<file path="config.mk">
export PLATFORM = sky130hd
export DESIGN_NAME = audio_dac_multi
export DESIGN_NICKNAME = d
export VERILOG_FILES = /design/src/rtl/audio_dac_pkg.sv /design/src/rtl/audio_dac_channel.sv /design/src/rtl/audio_dac_multi.sv
export SDC_FILE = /design/constraint.sdc
export NUM_CORES = 1
export LEC_CHECK = 0
export BUFFER_PORTS_ARGS = -buffer_cell sky130_fd_sc_hd__clkbuf_2
export CAP_MARGIN = 20
export CORE_MARGIN = 3
export CORE_UTILIZATION = 60
export DETAILED_ROUTE_END_ITERATION = 12
export GPL_TIMING_DRIVEN = 0
export PLACE_DENSITY = 0.87
export SYNTH_ARGS = -nofsm -noshare
export SYNTH_HDL_FRONTEND = slang
export SYNTH_SLANG_ARGS = --single-unit
</file>
<file path="constraint.sdc">
create_clock -name clk -period 4.2 [get_ports clk]
set_clock_uncertainty 0.15 [all_clocks]
set_input_delay 0 -clock clk [delete_from_list [all_inputs] [get_ports clk]]
set_output_delay 0 -clock clk [all_outputs]
set_load 0.005 [all_outputs]
</file>
<file path="src/rtl/audio_dac_pkg.sv">
// audio_dac_pkg: shared modulation-mode encodings and midscale helper for the audio DAC driver
package audio_dac_pkg;
  localparam logic MODE_PWM = 1'b0;
  localparam logic MODE_SDM = 1'b1;
  function automatic logic [31:0] midscale(input int n);
    return 32'd1 << (n - 1);
  endfunction
endpackage

</file>
<file path="src/rtl/audio_dac_channel.sv">
// audio_dac_channel: one PCM lane -> capture, offset conversion, PWM/SDM +1 decision, saturating registered DAC code
// Ports: clk, reset_n (async active-low); i_pcm signed sample, i_valid capture strobe;
//        i_cnt shared PWM counter, i_mode registered mode, i_clear mode-change clear,
//        i_force drive midscale; o_dac registered unsigned DAC code.
module audio_dac_channel
  import audio_dac_pkg::*;
#(
  parameter int PCM_BITS = 16,
  parameter int DAC_BITS = 4
) (
  input  logic                         clk,
  input  logic                         reset_n,
  input  logic [PCM_BITS-1:0]          i_pcm,
  input  logic                         i_valid,
  input  logic [PCM_BITS-DAC_BITS-1:0] i_cnt,
  input  logic                         i_mode,
  input  logic                         i_clear,
  input  logic                         i_force,
  output logic [DAC_BITS-1:0]          o_dac
);
  localparam int L = PCM_BITS - DAC_BITS;
  localparam logic [DAC_BITS-1:0] MID = DAC_BITS'(midscale(DAC_BITS));
  logic [PCM_BITS-1:0] r_pcm;
  logic [L-1:0]        r_acc;
  logic [DAC_BITS-1:0] r_dac;
  logic [PCM_BITS-1:0] w_u;
  logic [DAC_BITS-1:0] w_hi;
  logic [L-1:0]        w_lo;
  logic [L:0]          w_sum;
  logic                w_bump;
  logic [DAC_BITS-1:0] w_code;
  // Flipping the sign bit maps signed PCM onto an unsigned code centred at midscale.
  assign w_u    = {~r_pcm[PCM_BITS-1], r_pcm[PCM_BITS-2:0]};
  assign w_hi   = w_u[PCM_BITS-1:L];
  assign w_lo   = w_u[L-1:0];
  assign w_sum  = {1'b0, r_acc} + {1'b0, w_lo};
  assign w_bump = (i_mode == MODE_SDM) ? w_sum[L] : (w_lo > i_cnt);
  // A full-scale code holds instead of wrapping to zero.
  assign w_code = &w_hi ? w_hi : w_hi + DAC_BITS'(w_bump);
  assign o_dac  = r_dac;
  always_ff @(posedge clk or negedge reset_n) begin
    if (!reset_n) begin
      r_pcm <= '0;
      r_acc <= '0;
      r_dac <= MID;
    end else begin
      if (i_valid) r_pcm <= i_pcm;
      r_acc <= i_clear ? '0 : w_sum[L-1:0];
      r_dac <= i_force ? MID : w_code;
    end
  end
endmodule

</file>
<file path="src/rtl/audio_dac_multi.sv">
// audio_dac_multi: N-channel PCM to low-bit DAC driver with run-time PWM/sigma-delta, mute and underrun watchdog
// Ports: clk, reset_n (async active-low); pcm_in packed signed samples (ch0 in LSBs);
//        pcm_valid capture strobe; mode 0=PWM 1=SDM; mute forces midscale;
//        dac_out packed unsigned codes (ch0 in LSBs); underrun high while the watchdog has expired.
module audio_dac_multi
  import audio_dac_pkg::*;
#(
  parameter int CHANNELS       = 2,
  parameter int PCM_BITS       = 16,
  parameter int DAC_BITS       = 4,
  parameter int TIMEOUT_CYCLES = 4096
) (
  input  logic                         clk,
  input  logic                         reset_n,
  input  logic [CHANNELS*PCM_BITS-1:0] pcm_in,
  input  logic                         pcm_valid,
  input  logic                         mode,
  input  logic                         mute,
  output logic [CHANNELS*DAC_BITS-1:0] dac_out,
  output logic                         underrun
);
  localparam int L  = PCM_BITS - DAC_BITS;
  localparam int WW = $clog2(TIMEOUT_CYCLES + 1);
  localparam logic [WW-1:0] TMO = WW'(TIMEOUT_CYCLES);
  logic [L-1:0]  r_cnt;
  logic          r_mode;
  logic [WW-1:0] r_wd;
  logic          r_underrun;
  logic          w_chg;
  logic [WW-1:0] w_wd_nxt;
  logic          w_ur_nxt;
  logic          w_force;
  assign w_chg    = mode != r_mode;
  assign w_wd_nxt = pcm_valid ? '0 : (r_wd == TMO) ? r_wd : r_wd + WW'(1);
  // Underrun is sticky until the next pcm_valid, which also covers the post-reset state.
  assign w_ur_nxt = !pcm_valid && (r_underrun || w_wd_nxt == TMO);
  assign w_force  = mute || w_ur_nxt;
  assign underrun = r_underrun;
  always_ff @(posedge clk or negedge reset_n) begin
    if (!reset_n) begin
      r_cnt      <= '0;
      r_mode     <= MODE_PWM;
      r_wd       <= '0;
      r_underrun <= 1'b1;
    end else begin
      r_cnt      <= w_chg ? '0 : r_cnt + L'(1);
      r_mode     <= mode;
      r_wd       <= w_wd_nxt;
      r_underrun <= w_ur_nxt;
    end
  end
  for (genvar c = 0; c < CHANNELS; c++) begin : g_ch
    audio_dac_channel #(
      .PCM_BITS(PCM_BITS),
      .DAC_BITS(DAC_BITS)
    ) u_ch (
      .clk    (clk),
      .reset_n(reset_n),
      .i_pcm  (pcm_in[c*PCM_BITS +: PCM_BITS]),
      .i_valid(pcm_valid),
      .i_cnt  (r_cnt),
      .i_mode (r_mode),
      .i_clear(w_chg),
      .i_force(w_force),
      .o_dac  (dac_out[c*DAC_BITS +: DAC_BITS])
    );
  end
endmodule
</file>
==> impl_metrics.csv <==
group,metric,value,unit
sta,setup_total_negative_slack,0,ps
placed_design,finalWeightedCongestion,0.896,
synthesis,yosys_warnings,0,
synthesis,postSynth.topFlopCell,"sky130_fd_sc_hd__dfrtp_1",
final_layout,finish.utilization,0.743,
sta,finalHoldWorstSlack,83.1,ps
drt,drtAntennaViolNets,0,
power_and_ir_drop,ir_worst_vdd,0.273,mV
final_layout,final_cells,716,
clock_network,worst_setup_hold_path_clk_slew,90,ps
clock_network,clock_tree_from_tritoncts,"yes",
synthesis,synth_nets,607,
sta,final_period_minus_worst_setup_slack,3440,ps
die,core,8380,um^2
drt,routed_wl,11600,um
drt,route.detailed.vias_per_inst,5.89,
synthesis,synthesis.instances,513,
clock_network,numCtsBuffers,9,
die,num_rows,33,
sta,rsz_0062_raised_after_global_routing,"false",
sta,period_share,0.818,
critical_path,crit_type,"reg -> reg",
clock_network,clock-sinks,91,
global_routing,gr-usage-all-layers,0.252,
synthesis,postSynth.asyncResetShare,1.00,
critical_path,worst_ep_arrival_time,3590,ps
global_routing,grt_start_max_net_pins,69,
synthesis,netlist_top_cells_count,"88 x sky130_fd_sc_hd__dfrtp_1, 58 x sky130_fd_sc_hd__nor2_1, 55 x sky130_fd_sc_hd__ha_1",
final_layout,layout-area-overhead-vs-synth,18.1,%
flow_run,max_cap_viols,0,
sta,slew-limit-headroom,0.527,
power_and_ir_drop,powerDensity,416,nW/um^2
synthesis,synth.cell_area,5270,um^2
sta,number_of_endpoints_failing_setup_at_the_final_stage,0,
die,initial_utilization,0.629,
final_layout,nets,700,
clock_network,insertion_delay_to_the_later_sink_of_the_worst_skew_pair,370,ps
global_routing,groute.layer.met3.usage,0.0568,
critical_path,endpoint_kind,"register",
sta,measured_slew_at_the_worst_slew_check_pin,709,ps
final_layout,drive_gt1_frac,0.129,
placed_design,dpl.cell_count,662,
global_routing,grt_first_pass_wirelength,20000,um
die,floorplan.die.height,99.7,um
run_status,outcome,"finished clean",
synthesis,synth_seq_area_share,0.433,
synthesis,synth.largest_area_cell,"sky130_fd_sc_hd__dfrtp_1",
synthesis,synth_top_cells_by_area,"sky130_fd_sc_hd__dfrtp_1 42%, sky130_fd_sc_hd__ha_1 13%, sky130_fd_sc_hd__mux2_1 4.9%",
critical_path,crit_fanout,4,
synthesis,number_of_synthesized_flops_with_an_enable_pin,0,
critical_path,rrSetupSlack,760,ps
critical_path,setup.worst_path.start_class,"register",
worst_hold_path,hold_path_class,"in -> async",
global_routing,globalRoute.totalOverflow,0,
sta,hold_viol,0,
die,die_area,9950,um^2
synthesis,synth_top_cell_area_share,0.418,
drt,per_cell_routed_wire_length,16.2,um
global_routing,grt_antenna_before_repair,0,
final_layout,final_area,6230,um^2
clock_network,cts_buffer_depth,2,
synthesis,synth-seq-cells,91,
sta,drv_slew,0,
drt,drtIter0Drc,248,
final_layout,n_antenna_cell,0,
clock_network,h-tree-depth,3,
placed_design,placedInstanceArea,5650,um^2
sta,max_freq,0.291,GHz
placed_design,port_buffers,43,
drt,detailroute.via_count,4218,
die,count_of_pins_on_the_block_boundary,46,
synthesis,ys_types,53,
global_routing,global_route.usage.met2,0.428,
critical_path,worst-endpoint-required,4350,ps
clock_network,postCtsResizedCells,0,
global_routing,globalRouteMet1Util,0.317,
global_routing,number_of_global_route_vias_before_repair,4331,
die,die_w,99.7,um
placed_design,place.detailed.hpwl,8320,um
clock_network,clock_tree.root_cell,"sky130_fd_sc_hd__clkbuf_8",
drt,drt-pass1-iter-count,5,
power_and_ir_drop,static-leakage-power,2.83,nW
global_routing,grt-busiest-layer,"met2",
drt,drt_drc_violations_left,0,
synthesis,post_synth.cell_area_avg,10.3,um^2
synthesis,yosys.cell_count.top_type,"sky130_fd_sc_hd__dfrtp_1",
==> per-layer routing <==
metal	vias to the layer above	routed length, um
met3	19	465
li1	2007	-
met4	0	212
met1	2090	4960
met5	-	0
met2	102	5930
==> cell usage in the layout (no fill, tap or decap), types with 3 or more instances in the layout <==
master | synthesis | final
sky130_fd_sc_hd__mux2_1 | 23 | 23
sky130_fd_sc_hd__a21oi_1 | 21 | 21
sky130_fd_sc_hd__nor3_1 | 22 | 22
sky130_fd_sc_hd__ha_1 | 55 | 55
sky130_fd_sc_hd__a21o_1 | 7 | 7
sky130_fd_sc_hd__o21ai_1 | 8 | 8
sky130_fd_sc_hd__xor2_1 | 12 | 12
sky130_fd_sc_hd__o21ai_0 | 15 | 15
sky130_fd_sc_hd__dfrtp_1 | 88 | 88
sky130_fd_sc_hd__clkbuf_2 | 0 | 42
sky130_fd_sc_hd__nor3b_1 | 3 | 3
sky130_fd_sc_hd__o211ai_1 | 4 | 4
sky130_fd_sc_hd__dfstp_2 | 3 | 3
sky130_fd_sc_hd__nand2b_1 | 8 | 8
sky130_fd_sc_hd__buf_1 | 3 | 3
sky130_fd_sc_hd__and3_1 | 3 | 3
sky130_fd_sc_hd__nor4_1 | 4 | 4
sky130_fd_sc_hd__o21a_1 | 9 | 9
sky130_fd_sc_hd__nand3_1 | 13 | 13
sky130_fd_sc_hd__nand4_1 | 12 | 12
sky130_fd_sc_hd__dlygate4sd3_1 | 0 | 37
sky130_fd_sc_hd__mux2_2 | 6 | 6
sky130_fd_sc_hd__or3_1 | 6 | 6
sky130_fd_sc_hd__nand2_1 | 20 | 20
sky130_fd_sc_hd__and2_1 | 8 | 8
sky130_fd_sc_hd__clkbuf_8 | 0 | 11
sky130_fd_sc_hd__nor2b_1 | 7 | 7
sky130_fd_sc_hd__xnor2_1 | 21 | 21
sky130_fd_sc_hd__nor2_1 | 58 | 58
sky130_fd_sc_hd__clkinv_2 | 0 | 4
sky130_fd_sc_hd__inv_1 | 28 | 28
sky130_fd_sc_hd__a211oi_1 | 6 | 6
sky130_fd_sc_hd__clkbuf_1 | 9 | 9
==> power breakdown <==
| group | internal, mW | switching [mW] |
|---|---|---|
| combinational | 0.439 | 0.507 |
| clock | 0.243 | 0.309 |
| sequential | 1.02 | 0.0761 |
==> cell type report <==
cell class              count  area, um^2
fillers                   552        2160
multi-input cells         379        2810
clock buffers              11         151
well taps                 105         131
inverters                  28         105
repair buffers             82         643
flip-flops and latches     91        2280
plain buffers              15        75.1
clock inverters             5        27.5
==> through the flow <==
step | total power, mW | worst slack, ps
after floorplan | 1.78 | 1250
after global routing | 2.78 | 462
final | 2.59 | 763
after global placement | 1.94 | 889
after CTS | 2.59 | 761
after detailed placement | 2.01 | 790
==> flip-flops by register name, indices dropped and copies added (netlist names) <==
signal / count
g_ch.u_ch.r_acc: 24
underrun: 1
r_wd: 13
g_ch.u_ch.o_dac: 8
g_ch.u_ch.r_pcm: 32
r_mode: 1
r_cnt: 12
==> cell families after synthesis <==
| group | synth area share |
|---|---|
| AND/OR/NAND/NOR | 0.163 |
| flip-flops | 0.433 |
| AO/OA/AOI/OAI | 0.112 |
| adder cells (fa/ha/maj) | 0.138 |
| buffers and inverters | 0.0342 |
| XOR/XNOR | 0.0548 |
| multiplexers | 0.0657 |
==> critical path, cell delays in order, from the launching register on <==
cell and delay [ps]:
sky130_fd_sc_hd__dfrtp_1 370, sky130_fd_sc_hd__ha_1 210, sky130_fd_sc_hd__inv_1 70, sky130_fd_sc_hd__fa_1 380, sky130_fd_sc_hd__nor2b_1 180, sky130_fd_sc_hd__o21a_1 170
sky130_fd_sc_hd__o21ai_1 120, sky130_fd_sc_hd__a211oi_1 390, sky130_fd_sc_hd__nor4b_1 110, sky130_fd_sc_hd__nor4_1 370, sky130_fd_sc_hd__ha_1 250, sky130_fd_sc_hd__nand3_1 100
sky130_fd_sc_hd__nor3_1 140, sky130_fd_sc_hd__a21oi_1 60, sky130_fd_sc_hd__or3_1 300
==> timing repair <==
item	4_1_cts	5_1_grt
setup buffers	0	0
hold buffers	37	0
endpoints found under the hold margin	133	0
==> path summary, 6_finish.rpt <==
kind	cells after the start	start	to
max	14	g_ch[1].u_ch.r_pcm[0]	g_ch[1].u_ch.o_dac[3]
min	3	reset_n	g_ch[0].u_ch.r_acc[1]
max reg2reg	14	g_ch[1].u_ch.r_pcm[0]	g_ch[1].u_ch.o_dac[3]
min reg2reg	1	r_cnt[0]	r_cnt[0]
max in group asynchronous	4	reset_n	g_ch[1].u_ch.r_acc[8]
min in group clk	2	mode	r_mode
(Power assumes the default switching activity.)
